[config.mk]
export PLATFORM = sky130hd
export DESIGN_NAME = banked_regfile
export DESIGN_NICKNAME = d
export VERILOG_FILES = /design/src/rtl/banked_regfile.sv
export SDC_FILE = /design/constraint.sdc
export NUM_CORES = 1
export LEC_CHECK = 0
export CAP_MARGIN = 5
export CORE_ASPECT_RATIO = 0.5
export CORE_MARGIN = 8
export CORE_UTILIZATION = 46
export CTS_CLUSTER_DIAMETER = 200
export CTS_CLUSTER_SIZE = 16
export DETAILED_ROUTE_END_ITERATION = 6
export GPL_ROUTABILITY_DRIVEN = 0
export PLACE_DENSITY_LB_ADDON = 0.25
export SLEW_MARGIN = 20
export SYNTH_ARGS = -nofsm -noshare
export SYNTH_HDL_FRONTEND = slang
export SYNTH_SLANG_ARGS = --single-unit
[constraint.sdc]
create_clock -name clock -period 2.5 [get_ports clock]
set_input_delay 0.5 -clock clock [delete_from_list [all_inputs] [get_ports clock]]
set_output_delay 0.5 -clock clock [all_outputs]
set_load 0.03 [all_outputs]
[src/rtl/banked_regfile.sv]
// banked_regfile: multi-bank register file with bank-copy FSM; ports clock/reset, CPU path (bank_sel, rd_addr, rs_addr, w_data, w_en -> rd_data, rs_data), copy path (copy_req, copy_src, copy_dst -> copy_busy, copy_done); define REGFILE_BYPASS_EN to forward w_data to rs_data
module banked_regfile #(
  parameter int DATA_W = 8,
  parameter int ADDR_W = 2,
  parameter int BANK_W = 1
) (
  input  logic              clock,
  input  logic              reset,
  input  logic [BANK_W-1:0] bank_sel,
  input  logic [ADDR_W-1:0] rd_addr,
  input  logic [ADDR_W-1:0] rs_addr,
  input  logic [DATA_W-1:0] w_data,
  input  logic              w_en,
  output logic [DATA_W-1:0] rd_data,
  output logic [DATA_W-1:0] rs_data,
  input  logic              copy_req,
  input  logic [BANK_W-1:0] copy_src,
  input  logic [BANK_W-1:0] copy_dst,
  output logic              copy_busy,
  output logic              copy_done
);
  localparam int NREG = 1 << ADDR_W;
  localparam int NBANK = 1 << BANK_W;
  typedef enum logic [1:0] {IDLE, COPY, DONE} state_t;
  state_t state;
  logic [DATA_W-1:0] regs [NBANK][NREG];
  logic [BANK_W-1:0] src, dst;
  logic [ADDR_W:0] idx;
  logic last;
  assign last = idx == (ADDR_W+1)'(NREG - 1);
  assign rd_data = regs[bank_sel][rd_addr];
`ifdef REGFILE_BYPASS_EN
  assign rs_data = (w_en && rs_addr == rd_addr) ? w_data : regs[bank_sel][rs_addr];
`else
  assign rs_data = regs[bank_sel][rs_addr];
`endif
  always_ff @(posedge clock) begin
    if (reset) begin
      for (int b = 0; b < NBANK; b++)
        for (int r = 0; r < NREG; r++)
          regs[b][r] <= '0;
      state <= IDLE;
      idx <= '0;
      src <= '0;
      dst <= '0;
      copy_busy <= 1'b0;
      copy_done <= 1'b0;
    end else begin
      copy_done <= 1'b0;
      if (state == IDLE && copy_req) begin
        src <= copy_src;
        dst <= copy_dst;
        idx <= '0;
        state <= (copy_src != copy_dst) ? COPY : DONE;
        copy_busy <= 1'b1;
        copy_done <= copy_src == copy_dst;
      end else if (state == COPY) begin
        regs[dst][idx[ADDR_W-1:0]] <= regs[src][idx[ADDR_W-1:0]];
        idx <= idx + (ADDR_W+1)'(1);
        state <= last ? DONE : COPY;
        copy_done <= last;
      end else if (state == DONE) begin
        state <= IDLE;
        copy_busy <= 1'b0;
      end
      // placed after the copy write so a colliding CPU write takes priority
      if (w_en) regs[bank_sel][rd_addr] <= w_data;
    end
  end
endmodule

==> results.md <==
- Most used cells in the layout excluding fill and tap cells: 66 x sky130_fd_sc_hd__nand2_1, 64 x sky130_fd_sc_hd__edfxtp_1, 60 x sky130_fd_sc_hd__o21ai_0, 35 x sky130_fd_sc_hd__mux2_2, 31 x sky130_fd_sc_hd__mux2i_1
- Largest net degree at the start of global routing: 29
- Global-route congestion overflow total: 0
- Worst Path Arrival: 1.96 ns
- Standard-cell rows: 25
- Post-synthesis to final-layout area growth: 24.5%
- Footprint of the flip-flops and latches: 2120 sq um
- Cells after synthesis: 399
- Number of filler cells placed in the layout: 799
- Deepest level of the CTS H-tree: 3
- Number of endpoints with negative hold slack in the final report: 0
- Post-synthesis cell type with the largest combined area: sky130_fd_sc_hd__edfxtp_1
- Commonest non-fill, non-tap cell in the layout: sky130_fd_sc_hd__nand2_1
- Total iterations of the first detailed-routing run: 5
- Critical path required time: 2.00 ns
- Start point of the critical path: bank_sel
- Status: completed
- Antenna fix cells: 0
- Number of warnings reported in the yosys synthesis log: 0
- Starting density of the core: 47.7%
- ANT nets after route: 0
- Final layout net count: 478
- Number of max-cap violations: 0
- Reg-to-reg startpoint: idx[1]
- Count of final max-slew check failures: 0
- Die Span X: 157 microns
- Worst max-slew margin expressed relative to the limit: 57.6%
- Mean post-synth cell area: 11.4 sq um
- Chip height: 86.3 microns
- Antenna violations before repair: 0
- Crit. End Element: output port
- Share of cells above drive strength 1: 28.1%
- Cell area after synthesis: 4550 sq um
- DR iter-0 viols: 344
- Detailed placement HPWL: 9.21 mm
- Total power density per cell area: 617 nW/um^2
- Total of endpoints with negative setup slack in the final report: 0
- Design Power: 3.49 mW
- Leakage power total: 2.01 nW
- Core Box Area: 9540 sq um
- Instance count along the most critical hold path: 2
- Root Buffer Master: sky130_fd_sc_hd__clkbuf_16
- Post-synthesis register bit count: 74
- Largest fanout on the critical path: 9
- Area enclosed by the die boundary: 13500 sq um
- Global-route wire length before repair: 20.0 mm
- Remaining design rule violation count: 0
- Clock sink count: 74
- Clock latency reported for the late side of the worst-skew pair: 0.33 ns
- Main area contributors after synthesis: sky130_fd_sc_hd__edfxtp_1 42%, sky130_fd_sc_hd__mux4_2 8.9%, sky130_fd_sc_hd__mux2_2 8.7%, sky130_fd_sc_hd__mux2i_1 6.8%, sky130_fd_sc_hd__o21ai_0 6.6%
- I/O pin cnt: 37
- Mean number of vias per cell: 5.92
- Destination of the critical timing path: rs_data[0]
- FMAX: 406 MHz
- Number of vias in the routed layout: 3515
- Wire per inst: 20.9 microns
- TritonCTS Buffers: 9
- Path class of the lowest-slack min-delay path: reg -> reg
- Final critical path time including I/O delays and setup: 2.46 ns
- Critical path class: in -> out
- Final Cycle Share: 98.5%
- Max rail drop VDD: 490 uV
- Clock Pin Slew Worst Setup and Hold Paths: 0.06 ns
- TritonCTS clock tree: built
- Synth unique cells: 38
- PortBufs: 36
- Type of element launching the critical path: input port
- Endpoint of the lowest-slack register-to-register path: regs[0][21]
- Net count after synthesis: 423
- Final core utilization: 59.4%
- Logic depth of the worst register-to-register path: 6
- Clock skew after layout: 0.00553 ns
- All-layer global routing usage: 19.4%
- Reg2reg setup slack: 0.06 ns
- Routed wire length: 12.4 mm
- Proportion of synthesized chip area in sequential cells: 46.6%
- Clock tree buffer depth: 2
- Share of Yosys cell area claimed by the top area cell type: 42.2%
- Number of global-route vias before repair: 3553
- Measured slew at the worst slew-check pin: 0.634 ns
- Multi-input gate area: 2270 sq um
-- sequential cells by signal, indices dropped and copies added, names as in the netlist, named ones only --
register / cells
regs: 64
idx: 3
state: 2
copy_busy: 1
copy_done: 1
dst: 1
src: 1
-- power by group --
| group | internal (mW) | switching (mW) |
|---|---|---|
| Clock | 0.877 | 0.507 |
| Combinational | 0.298 | 0.334 |
| Sequential | 1.42 | 0.0563 |
-- kinds of logic (layout without fill, tap and decap cells) --
logic type	Yosys count	after routing	synth area share (%)
simple gates	110	110	11.7
compound gates	93	93	12.0
mux	84	84	24.4
flops	74	74	46.6
buf+inv	32	92	3.71
fa+ha+maj	5	5	1.37
xor+xnor	1	1	0.193
-- through the flow --
step           instance area, sq um  worst slack [ns]  hold slack [ns]  TNS [ns]  std cells
2_1_floorplan                  4550             0.160            0.454         0        399
3_3_place_gp                   5280            -0.680            0.472    -12.60        573
3_5_place_dp                   5280            -0.684            0.488    -12.65        573
4_1_cts                        5660            0.0111            0.501         0        594
5_1_grt                        5670           -0.0559            0.548    -0.491        594
6_report                       5670            0.0370            0.499         0        594
-- synth_stat cells, drive strengths merged --
library cell and number:
nor3 7, dfxtp 10, a22oi 15, ha 5
a311o 3, nand2 66, and2 1, a211o 4
mux2i 31, nor4 1, buf 18, mux2 35
a21oi 4, nand3b 5, o21ai 63, o21bai 2
clkbuf 8, o31a 1, nor2b 3, nand3 7
nor2 15, inv 6, a211oi 1, or3 1
or3b 1, mux4 18, edfxtp 64, nand2b 3
xor2 1
-- how the worst min path moves through the flow --
| stage | from | to | slack, ns |
|---|---|---|---|
| after floorplan | idx[2] | idx[2] | 0.45 |
| after global placement | idx[2] | idx[2] | 0.47 |
| after detailed placement | idx[2] | idx[2] | 0.49 |
| after CTS | idx[2] | idx[2] | 0.50 |
| after global routing | idx[2] | idx[2] | 0.55 |
| final | idx[2] | idx[2] | 0.50 |
-- per-layer routing --
layer | part of all wire, % | global-route usage, % | wire length, microns
met1 | 44 | 25.4 | 5430
met2 | 47 | 31.0 | 5850
met3 | 6.6 | 4.62 | 814
met4 | 2.3 | 6.49 | 286
met5 | 0 | 0 | 0
-- worst max-delay path: stages --
cell and delay, ns:
sky130_fd_sc_hd__buf_2 0.14, sky130_fd_sc_hd__buf_12 0.13, sky130_fd_sc_hd__buf_8 0.13, sky130_fd_sc_hd__mux2_2 0.35, sky130_fd_sc_hd__mux4_2 0.53, sky130_fd_sc_hd__buf_6 0.17
-- cell type report --
type	instances	area share (%)
inverters	6	0.398
clock inverters	6	1.59
repair buffers	70	13.5
flip-flops and latches	74	37.5
well taps	135	2.98
clock buffers	10	4.04
multi-input cells	293	40.0
-- timing repair --
action	in CTS	in global routing
hold endpoints to repair	0	0
hold buffers	0	0
endpoints found under the setup margin	16	57
buffers inserted	3	0
gates cloned	2	0
resized for setup	73	3
Power figures use the tool's default switching activity.
